### src/rtl/pp_acc_pkg.sv
// Shared constants, row type and FSM state encoding for the shift-add
// partial-product accumulator.
package pp_acc_pkg;

    localparam int PP_WIDTH   = 16;
    localparam int PP_COUNT   = 9;
    localparam int PROD_WIDTH = PP_WIDTH + PP_COUNT;

    typedef logic [PP_WIDTH-1:0] pp_row_t;

    typedef enum logic [1:0] {
        IDLE,
        ACCUM,
        DONE
    } pp_acc_state_e;

endpackage

### src/rtl/pp_lsb_find.sv
// Lowest-set-bit priority encoder: one-hot of the lowest set bit of vec and
// its index (both zero when vec is zero).
module pp_lsb_find #(
    parameter int N     = 9,
    parameter int IDX_W = (N > 1) ? $clog2(N) : 1
) (
    input  logic [N-1:0]     vec,
    output logic [N-1:0]     onehot,
    output logic [IDX_W-1:0] idx
);

    assign onehot = vec & (~vec + N'(1));

    always_comb begin
        idx = '0;
        for (int i = N - 1; i >= 0; i--) begin
            if (vec[i]) begin
                idx = IDX_W'(i);
            end
        end
    end

endmodule

### src/rtl/pp_accumulator.sv
// Sequential shift-add reduction of PP_COUNT partial-product rows into one
// product. Optional build macro: PP_ACC_SKIP_ZERO_EN (skip all-zero rows).
module pp_accumulator
    import pp_acc_pkg::*;
#(
    parameter int PP_WIDTH = pp_acc_pkg::PP_WIDTH,
    parameter int PP_COUNT = pp_acc_pkg::PP_COUNT
) (
    input  logic                         clk,
    input  logic                         rst,
    input  logic                         in_valid,
    output logic                         in_ready,
    input  logic [PP_WIDTH-1:0]          pp_rows [PP_COUNT],
    output logic                         out_valid,
    input  logic                         out_ready,
    output logic [PP_WIDTH+PP_COUNT-1:0] product,
    output logic                         busy,
    output pp_acc_state_e                dbg_state
);

    localparam int SUM_W = PP_WIDTH + PP_COUNT;
    localparam int IDX_W = (PP_COUNT > 1) ? $clog2(PP_COUNT) : 1;

    // Handshakes: a transfer happens on a rising edge where valid && ready are
    // both high; valid never drops and data never changes until that edge.
    pp_acc_state_e        state, state_next;
    logic [PP_WIDTH-1:0]  rows [PP_COUNT];
    logic [SUM_W-1:0]     acc;
    logic [SUM_W-1:0]     addend;
    logic [IDX_W-1:0]     row_sel;
    logic                 last_row;
    logic                 accept;

    assign accept = in_valid && (state == IDLE);

`ifdef PP_ACC_SKIP_ZERO_EN
    logic [PP_COUNT-1:0] mask, in_mask, sel_onehot, mask_next;

    always_comb begin
        in_mask = '0;
        for (int i = 0; i < PP_COUNT; i++) begin
            in_mask[i] = |pp_rows[i];
        end
    end

    pp_lsb_find #(.N(PP_COUNT), .IDX_W(IDX_W)) u_lsb_find (
        .vec    (mask),
        .onehot (sel_onehot),
        .idx    (row_sel)
    );

    // An all-zero set still spends one ACCUM cycle adding row 0 (which is zero).
    assign mask_next = mask & ~sel_onehot;
    assign last_row  = (mask_next == '0);

    always_ff @(posedge clk) begin
        if (rst) begin
            mask <= '0;
        end else if (accept) begin
            mask <= in_mask;
        end else if (state == ACCUM) begin
            mask <= mask_next;
        end
    end
`else
    logic [IDX_W-1:0] idx;

    assign row_sel  = idx;
    assign last_row = (idx == IDX_W'(PP_COUNT - 1));

    always_ff @(posedge clk) begin
        if (rst) begin
            idx <= '0;
        end else if (accept) begin
            idx <= '0;
        end else if (state == ACCUM) begin
            idx <= idx + IDX_W'(1);
        end
    end
`endif

    assign addend = SUM_W'(rows[row_sel]) << row_sel;

    always_ff @(posedge clk) begin
        if (rst) begin
            state <= IDLE;
        end else begin
            state <= state_next;
        end
    end

    always_comb begin
        state_next = state;
        case (state)
            IDLE:    if (in_valid) state_next = ACCUM;
            ACCUM:   if (last_row) state_next = DONE;
            DONE:    if (out_ready) state_next = IDLE;
            default: state_next = IDLE;
        endcase
    end

    always_ff @(posedge clk) begin
        if (accept) begin
            rows <= pp_rows;
        end
    end

    always_ff @(posedge clk) begin
        if (rst) begin
            acc <= '0;
        end else if (accept) begin
            acc <= '0;
        end else if (state == ACCUM) begin
            acc <= acc + addend;
        end
    end

    assign in_ready  = (state == IDLE);
    assign out_valid = (state == DONE);
    assign busy      = (state != IDLE);
    assign product   = acc;
    assign dbg_state = state;

endmodule
### config.mk
export PLATFORM = sky130hd
export DESIGN_NAME = pp_accumulator
export DESIGN_NICKNAME = d
export VERILOG_FILES = /design/src/rtl/pp_acc_pkg.sv /design/src/rtl/pp_lsb_find.sv /design/src/rtl/pp_accumulator.sv
export SDC_FILE = /design/constraint.sdc
export NUM_CORES = 1
export LEC_CHECK = 0
export CAP_MARGIN = 25
export CORE_ASPECT_RATIO = 1.25
export CORE_MARGIN = 3
export CORE_UTILIZATION = 47
export DETAILED_ROUTE_END_ITERATION = 10
export MAX_ROUTING_LAYER = met4
export PLACE_DENSITY = 0.81
export SYNTH_ARGS = -nofsm -noshare
export SYNTH_HDL_FRONTEND = slang
export SYNTH_SLANG_ARGS = --single-unit
### constraint.sdc
create_clock -name clk -period 5.3 [get_ports clk]
set_input_delay 0.795 -clock clk [delete_from_list [all_inputs] [get_ports clk]]
set_output_delay 0.795 -clock clk [all_outputs]
set_load 0.01 [all_outputs]
==> results.cfg, run 1 <==
[sta]
tns_ps = 0
finalWorstPathRequiredPeriod_ps = 4598
rsz0062_at_grt = no
slew_headroom = 0.3599
worstMarginPinSlew_ps = 960.2
setup_viol = 0
finalMaxSlewViolations = 0
skew_ps = 10.19
period_share = 0.8675
fmax_ghz = 0.2175
finalHoldViolations = 0

[worst_setup_path]
startpoint_type = register
worstPathRequired_ps = 5670
cp_slowest_cell = dfxtp_4
rr_worst_depth = 15
critPathCaptureType = register
timing.rr.start = idx[1]
rr_endpoint = product[24]
cp_slowest_stage_delay_ps = 710
crit_end = product[24]
cpMostUsedCell = a31oi_1
worst-setup-path-type = reg2reg
regToRegSetupSlack_ps = 700
path_cells = buf_4, mux2i_1, o2bb2ai_1, o22ai_1, nor2_1, a31oi_1, a221oi_1, ha_1, nand3_2, nor4_1, nor3b_1, o21ai_2, a31oi_1, or4_1, a21oi_1
crit_fanout = 40
worstSetupStartpoint = idx[1]
critPathArrivalTime_ps = 4960

[pwr]
seqPwrFrac = 0.460
peakVddDrop_v = 0.0002025
p_per_area_mw_per_mm2 = 311.8
power.share.clock = 0.398
swShare = 0.2506
power_switching_mw = 0.8833
power.leakage_nw = 3.979
p_int_mw = 2.641
pwr-share-comb = 0.142

[layout]
final_common_cell = clkdlybuf4s50_1
mostFrequentLayoutCells = clkdlybuf4s50_1, edfxtp_1, nand2_1
syn_to_final_growth_pct = 30.42
fin_nets = 1076
drive_gt1_frac = 0.08972
antenna_cells = 0
final_core_util = 0.6361

[worst_hold_path]
holdCritStartpoint = product[24]
holdPathStages = 2
hold_path.class = reg2reg

[routing]
wirelength_um = 23800
post-route-drc-count = 0
routed_via_density = 5.874
drt_iter0_drc = 495
route.met3.wl_um = 1281
m1WireLength_um = 9352
wl_met2_um = 12590
top_layer_used = met4
num_vias = 6685
antenna_left = 0
drt-pass1-iter-count = 7
detail_route.wl_per_cell_um = 20.91

[place]
dp_hpwl_um = 17390
place.port_buffers = 177
gp_congestion = 0.9583

[grt]
grt-ovfl-total = 0
grt_max_degree = 76
track_usage = 0.2444
antenna_found_initial = 0
grt_pass1_vias = 6736
grt_pass1_wl_um = 36830

[logic_synthesis]
synth_top_area_share = 0.4989
ys.flop_type = edfxtp_1
yosysWarnings = 0
netlist_area_mm2 = 0.008667
synth_edf_count = 144
synth_nets = 908
syn_area_per_cell_um2 = 11.82
synth-seq-cells = 175
yosysSeqAreaShare = 0.5705
synth.distinct_cells = 66
yosysTopAreaCell = edfxtp_1
syn_inst = 733
yosys-top-cells-area = edfxtp_1, dfxtp_1, mux4_2, mux2i_1, a21oi_1
synthArstFlopShare = 0

[floorplanning]
die_area_mm2 = 0.02012
coreArea_mm2 = 0.01777
fp.dieH_um = 157.8
io_pins = 178
die_w_um = 127.5
core.rowCount = 54
start_util = 0.4877

[clocking]
cts_resized = 0
cts_buffers = 17
path_clk_slew_ps = 70
htreeDepth = 4
ctsHoldBuffers = 0
insertion_delay_ps = 430
cts_tree = yes
ctsRootBufferMaster = clkbuf_16
clock_path_buffers = 2
cts_setup_buffers = 0
cts_sinks = 175

[job]
max_cap_violations = 0

[run_status]
status = finished clean
[worst min-delay path by stage]
stage	end	slack (ps)
floorplan	product[5]	490
global placement	product[14]	460
detailed placement	product[14]	470
CTS	product[14]	480
global route	product[9]	520
finish	product[24]	490
[cell type report]
| type | instances | area [um2] |
|---|---|---|
| Clock buffer | 17 | 425.4 |
| Clock inverter | 15 | 242.7 |
| Fill cell | 1317 | 6466 |
| Inverter | 13 | 48.80 |
| Multi-Input combinational cell | 502 | 3471 |
| Sequential cell | 175 | 4951 |
| Tap cell | 224 | 280.3 |
| Timing Repair Buffer | 192 | 1884 |
[power groups by stage]
stage,Combinational (mW),Sequential (mW),Clock (mW)
3_5_place_dp,0.496,1.65,0
2_1_floorplan,0.280,1.64,0
6_report,0.502,1.62,1.40
5_1_grt,0.544,1.63,1.49
3_3_place_gp,0.493,1.65,0
4_1_cts,0.500,1.62,1.43
[sequential cells by signal, indices dropped and copies added (netlist names)]
register   flops
dbg_state      2
idx            4
product       25
rows         144
[through the flow]
step | cells | hold slack, ps | worst slack (ps) | total power, mW | cell area (um2)
2_1_floorplan | 733 | 492.0 | 340.7 | 1.922 | 8667
5_1_grt | 1138 | 521.9 | 375.6 | 3.658 | 11300
3_5_place_dp | 1106 | 472.9 | 755.6 | 2.147 | 10640
6_report | 1138 | 486.6 | 702.4 | 3.524 | 11300
3_3_place_gp | 1106 | 462.0 | 811.8 | 2.141 | 10640
4_1_cts | 1138 | 484.7 | 741.4 | 3.547 | 11300
[logic make-up (layout without fill, tap and decap cells)]
family	Yosys count	in the layout	synth area share
fa+ha+maj	27	27	0.03984
compound gates	199	199	0.1431
buf+inv	56	237	0.02930
mux	59	59	0.09499
simple gates	198	198	0.1031
flops	175	175	0.5705
xor+xnor	19	19	0.01920
[Yosys cell counts, types with 9 or more instances]
master      n
ha_1       26
buf_2      13
o22ai_1     9
xor2_1      9
dfxtp_1    31
mux2i_1    35
nor2_1     54
o21ai_0    51
a21oi_1    67
a31oi_1    10
nand3_1    23
inv_1      12
edfxtp_1  144
xnor2_1    10
nand2_1    73
clkbuf_1   20
mux4_2     18
[worst max-delay path: cells and delay by family, from the launching register on]
| kind | cells | cell delay, ps |
|---|---|---|
| simple gates | 5 | 1210 |
| fa+ha+maj | 1 | 420 |
| flops | 1 | 710 |
| buf+inv | 1 | 530 |
| mux | 1 | 290 |
| compound gates | 7 | 1350 |
[layer usage]
metal / GRT usage / vias to the layer above
met4: 0.08227 / 0
li1: - / 3141
met5: - / -
met3: 0.03442 / 39
met1: 0.2966 / 3200
met2: 0.4213 / 305
Power figures use the tool's default switching activity.
==> run 2, diff against run 1 <==
Settings changed: RECOVER_POWER from default to 100.
==> results.cfg, run 2 (same netlist as run 1, synthesis figures left out) <==
[sta]
finalMaxSlewViolations = 75
finalWorstPathRequiredPeriod_ps = 4664
skew_ps = 9.755
slew_headroom = -0.5109
finalHoldViolations = 0
tns_ps = 0
setup_viol = 0
fmax_ghz = 0.2144
rsz0062_at_grt = no
period_share = 0.8799
worstMarginPinSlew_ps = 2266

[routing]
drt_iter0_drc = 585
wl_met2_um = 12460
routed_via_density = 5.821
num_vias = 6630
post-route-drc-count = 0
route.met3.wl_um = 1108
drt-pass1-iter-count = 5
m1WireLength_um = 9454
wirelength_um = 23710
antenna_left = 0
detail_route.wl_per_cell_um = 20.81
top_layer_used = met4

[layout]
final_cells = 1139
regArea_mm2 = 0.004951
design_area_mm2 = 0.01128
drive_gt1_frac = 0.08315
syn_to_final_growth_pct = 30.20
largest_reg_flops = 144
final_core_util = 0.6351
final_common_cell = dlygate4sd3_1
multiInputGateArea_mm2 = 0.003465
regMostFlops = rows
fillers = 1325
mostFrequentLayoutCells = dlygate4sd3_1, edfxtp_1, nand2_1
fin_nets = 1076

[worst_setup_path]
crit_fanout = 26
cpMostUsedCell = a31oi_1
critPathTopFamily = compound AO/OA/AOI/OAI gates
worstPathRequired_ps = 5650
path_cells = inv_1, clkbuf_1, o21ai_0, o22ai_1, nor2_1, a31oi_1, a221oi_1, ha_1, nand3_1, nor4_1, nor3b_1, o21ai_2, a31oi_1, or4_1, a21oi_1
critPathCaptureType = register
cp_slowest_stage_delay_ps = 530
startpoint_type = register
cp_slowest_cell = dfxtp_2
worst-setup-path-type = reg2reg
critPathArrivalTime_ps = 5010
worst-path-buf-inv = 2

[floorplanning]
core.rowCount = 54
coreArea_mm2 = 0.01777
io_pins = 178
start_util = 0.4877
die_w_um = 127.5
die_area_mm2 = 0.02012
fp.dieH_um = 157.8

[place]
dp_hpwl_um = 17390
gp_congestion = 0.9583
place.port_buffers = 177
dpl_cell_area_mm2 = 0.01064
dp_cells = 1106

[grt]
antenna_found_initial = 1
grt_pass1_vias = 6736
track_usage = 0.2444
grt_pass1_wl_um = 36830
grt-ovfl-total = 0
grt_max_degree = 76

[clocking]
ctsRootBufferMaster = clkbuf_16
cts_setup_buffers = 0
cts_tree = yes
clock_path_buffers = 2
cts_buffers = 17
htreeDepth = 4
path_clk_slew_ps = 70
cts_sinks = 175
insertion_delay_ps = 430
ctsHoldBuffers = 0
cts_resized = 0

[pwr]
fin_total_pwr_mw = 3.498
peakVddDrop_v = 0.0002018
p_per_area_mw_per_mm2 = 310.0
power.share.clock = 0.401
p_int_mw = 2.615
power_switching_mw = 0.8833
pwr-share-comb = 0.135
seqPwrFrac = 0.464
power.leakage_nw = 4.091
swShare = 0.2525

[job]
max_cap_violations = 2

[run_status]
status = complete, but fails checks
violations = capacitance limit, slew limit

[worst_hold_path]
hold_path.class = reg2reg
## run 2: cell types whose count changed in the layout (fill, tap and decap cells not counted), sizes merged
cell,previous run,this run
buf,15,11
clkbuf,17,21
clkdlybuf4s50,177,2
diode,0,1
dlygate4sd3,0,175
## run 2: path summary, 6_finish.rpt
kind	from	to	slack, ps	cells after the start
setup / recovery	idx[0]	product[24]	640	15
hold / removal	product[14]	product[14]	480	2
setup reg to reg	idx[0]	product[24]	640	15
hold reg to reg	product[14]	product[14]	480	2
## run 2: worst reg2reg max path, stage by stage (launching register included)
cell and delay (ps):
dfxtp_2 530, inv_1 540, clkbuf_1 410, o21ai_0 150, o22ai_1 340, nor2_1 80, a31oi_1 260, a221oi_1 160
ha_1 410, nand3_1 170, nor4_1 420, nor3b_1 180, o21ai_2 240, a31oi_1 140, or4_1 410, a21oi_1 150
## run 2: final cells by class
class / count / share of cell area
sequential: 175 / 0.4387
multi-input combinational: 502 / 0.3070
timing repair buffer: 192 / 0.1656
clock buffer: 17 / 0.03770
tap: 224 / 0.02484
clock inverter: 15 / 0.02151
inverter: 13 / 0.004324
antenna: 1 / 0.0002218
## run 2: stage by stage
step                hold WS, ps  worst slack, ps
floorplan                 492.0            340.7
global placement          462.0            811.8
detailed placement        472.9            755.6
CTS                       484.7            741.4
global route              519.4            298.0
finish                    478.3            636.3
## run 2: power by group through the flow
| stage | Clock (mW) | Combinational, mW | Sequential, mW |
|---|---|---|---|
| floorplan | 0 | 0.280 | 1.64 |
| global placement | 0 | 0.493 | 1.65 |
| detailed placement | 0 | 0.496 | 1.65 |
| CTS | 1.43 | 0.500 | 1.62 |
| global route | 1.48 | 0.514 | 1.63 |
| finish | 1.40 | 0.472 | 1.62 |
## run 2: routing by layer
layer | up-vias | global-route usage
met5 | - | -
met4 | 0 | 0.08227
met3 | 51 | 0.03442
met2 | 269 | 0.4213
met1 | 3171 | 0.2966
li1 | 3139 | -
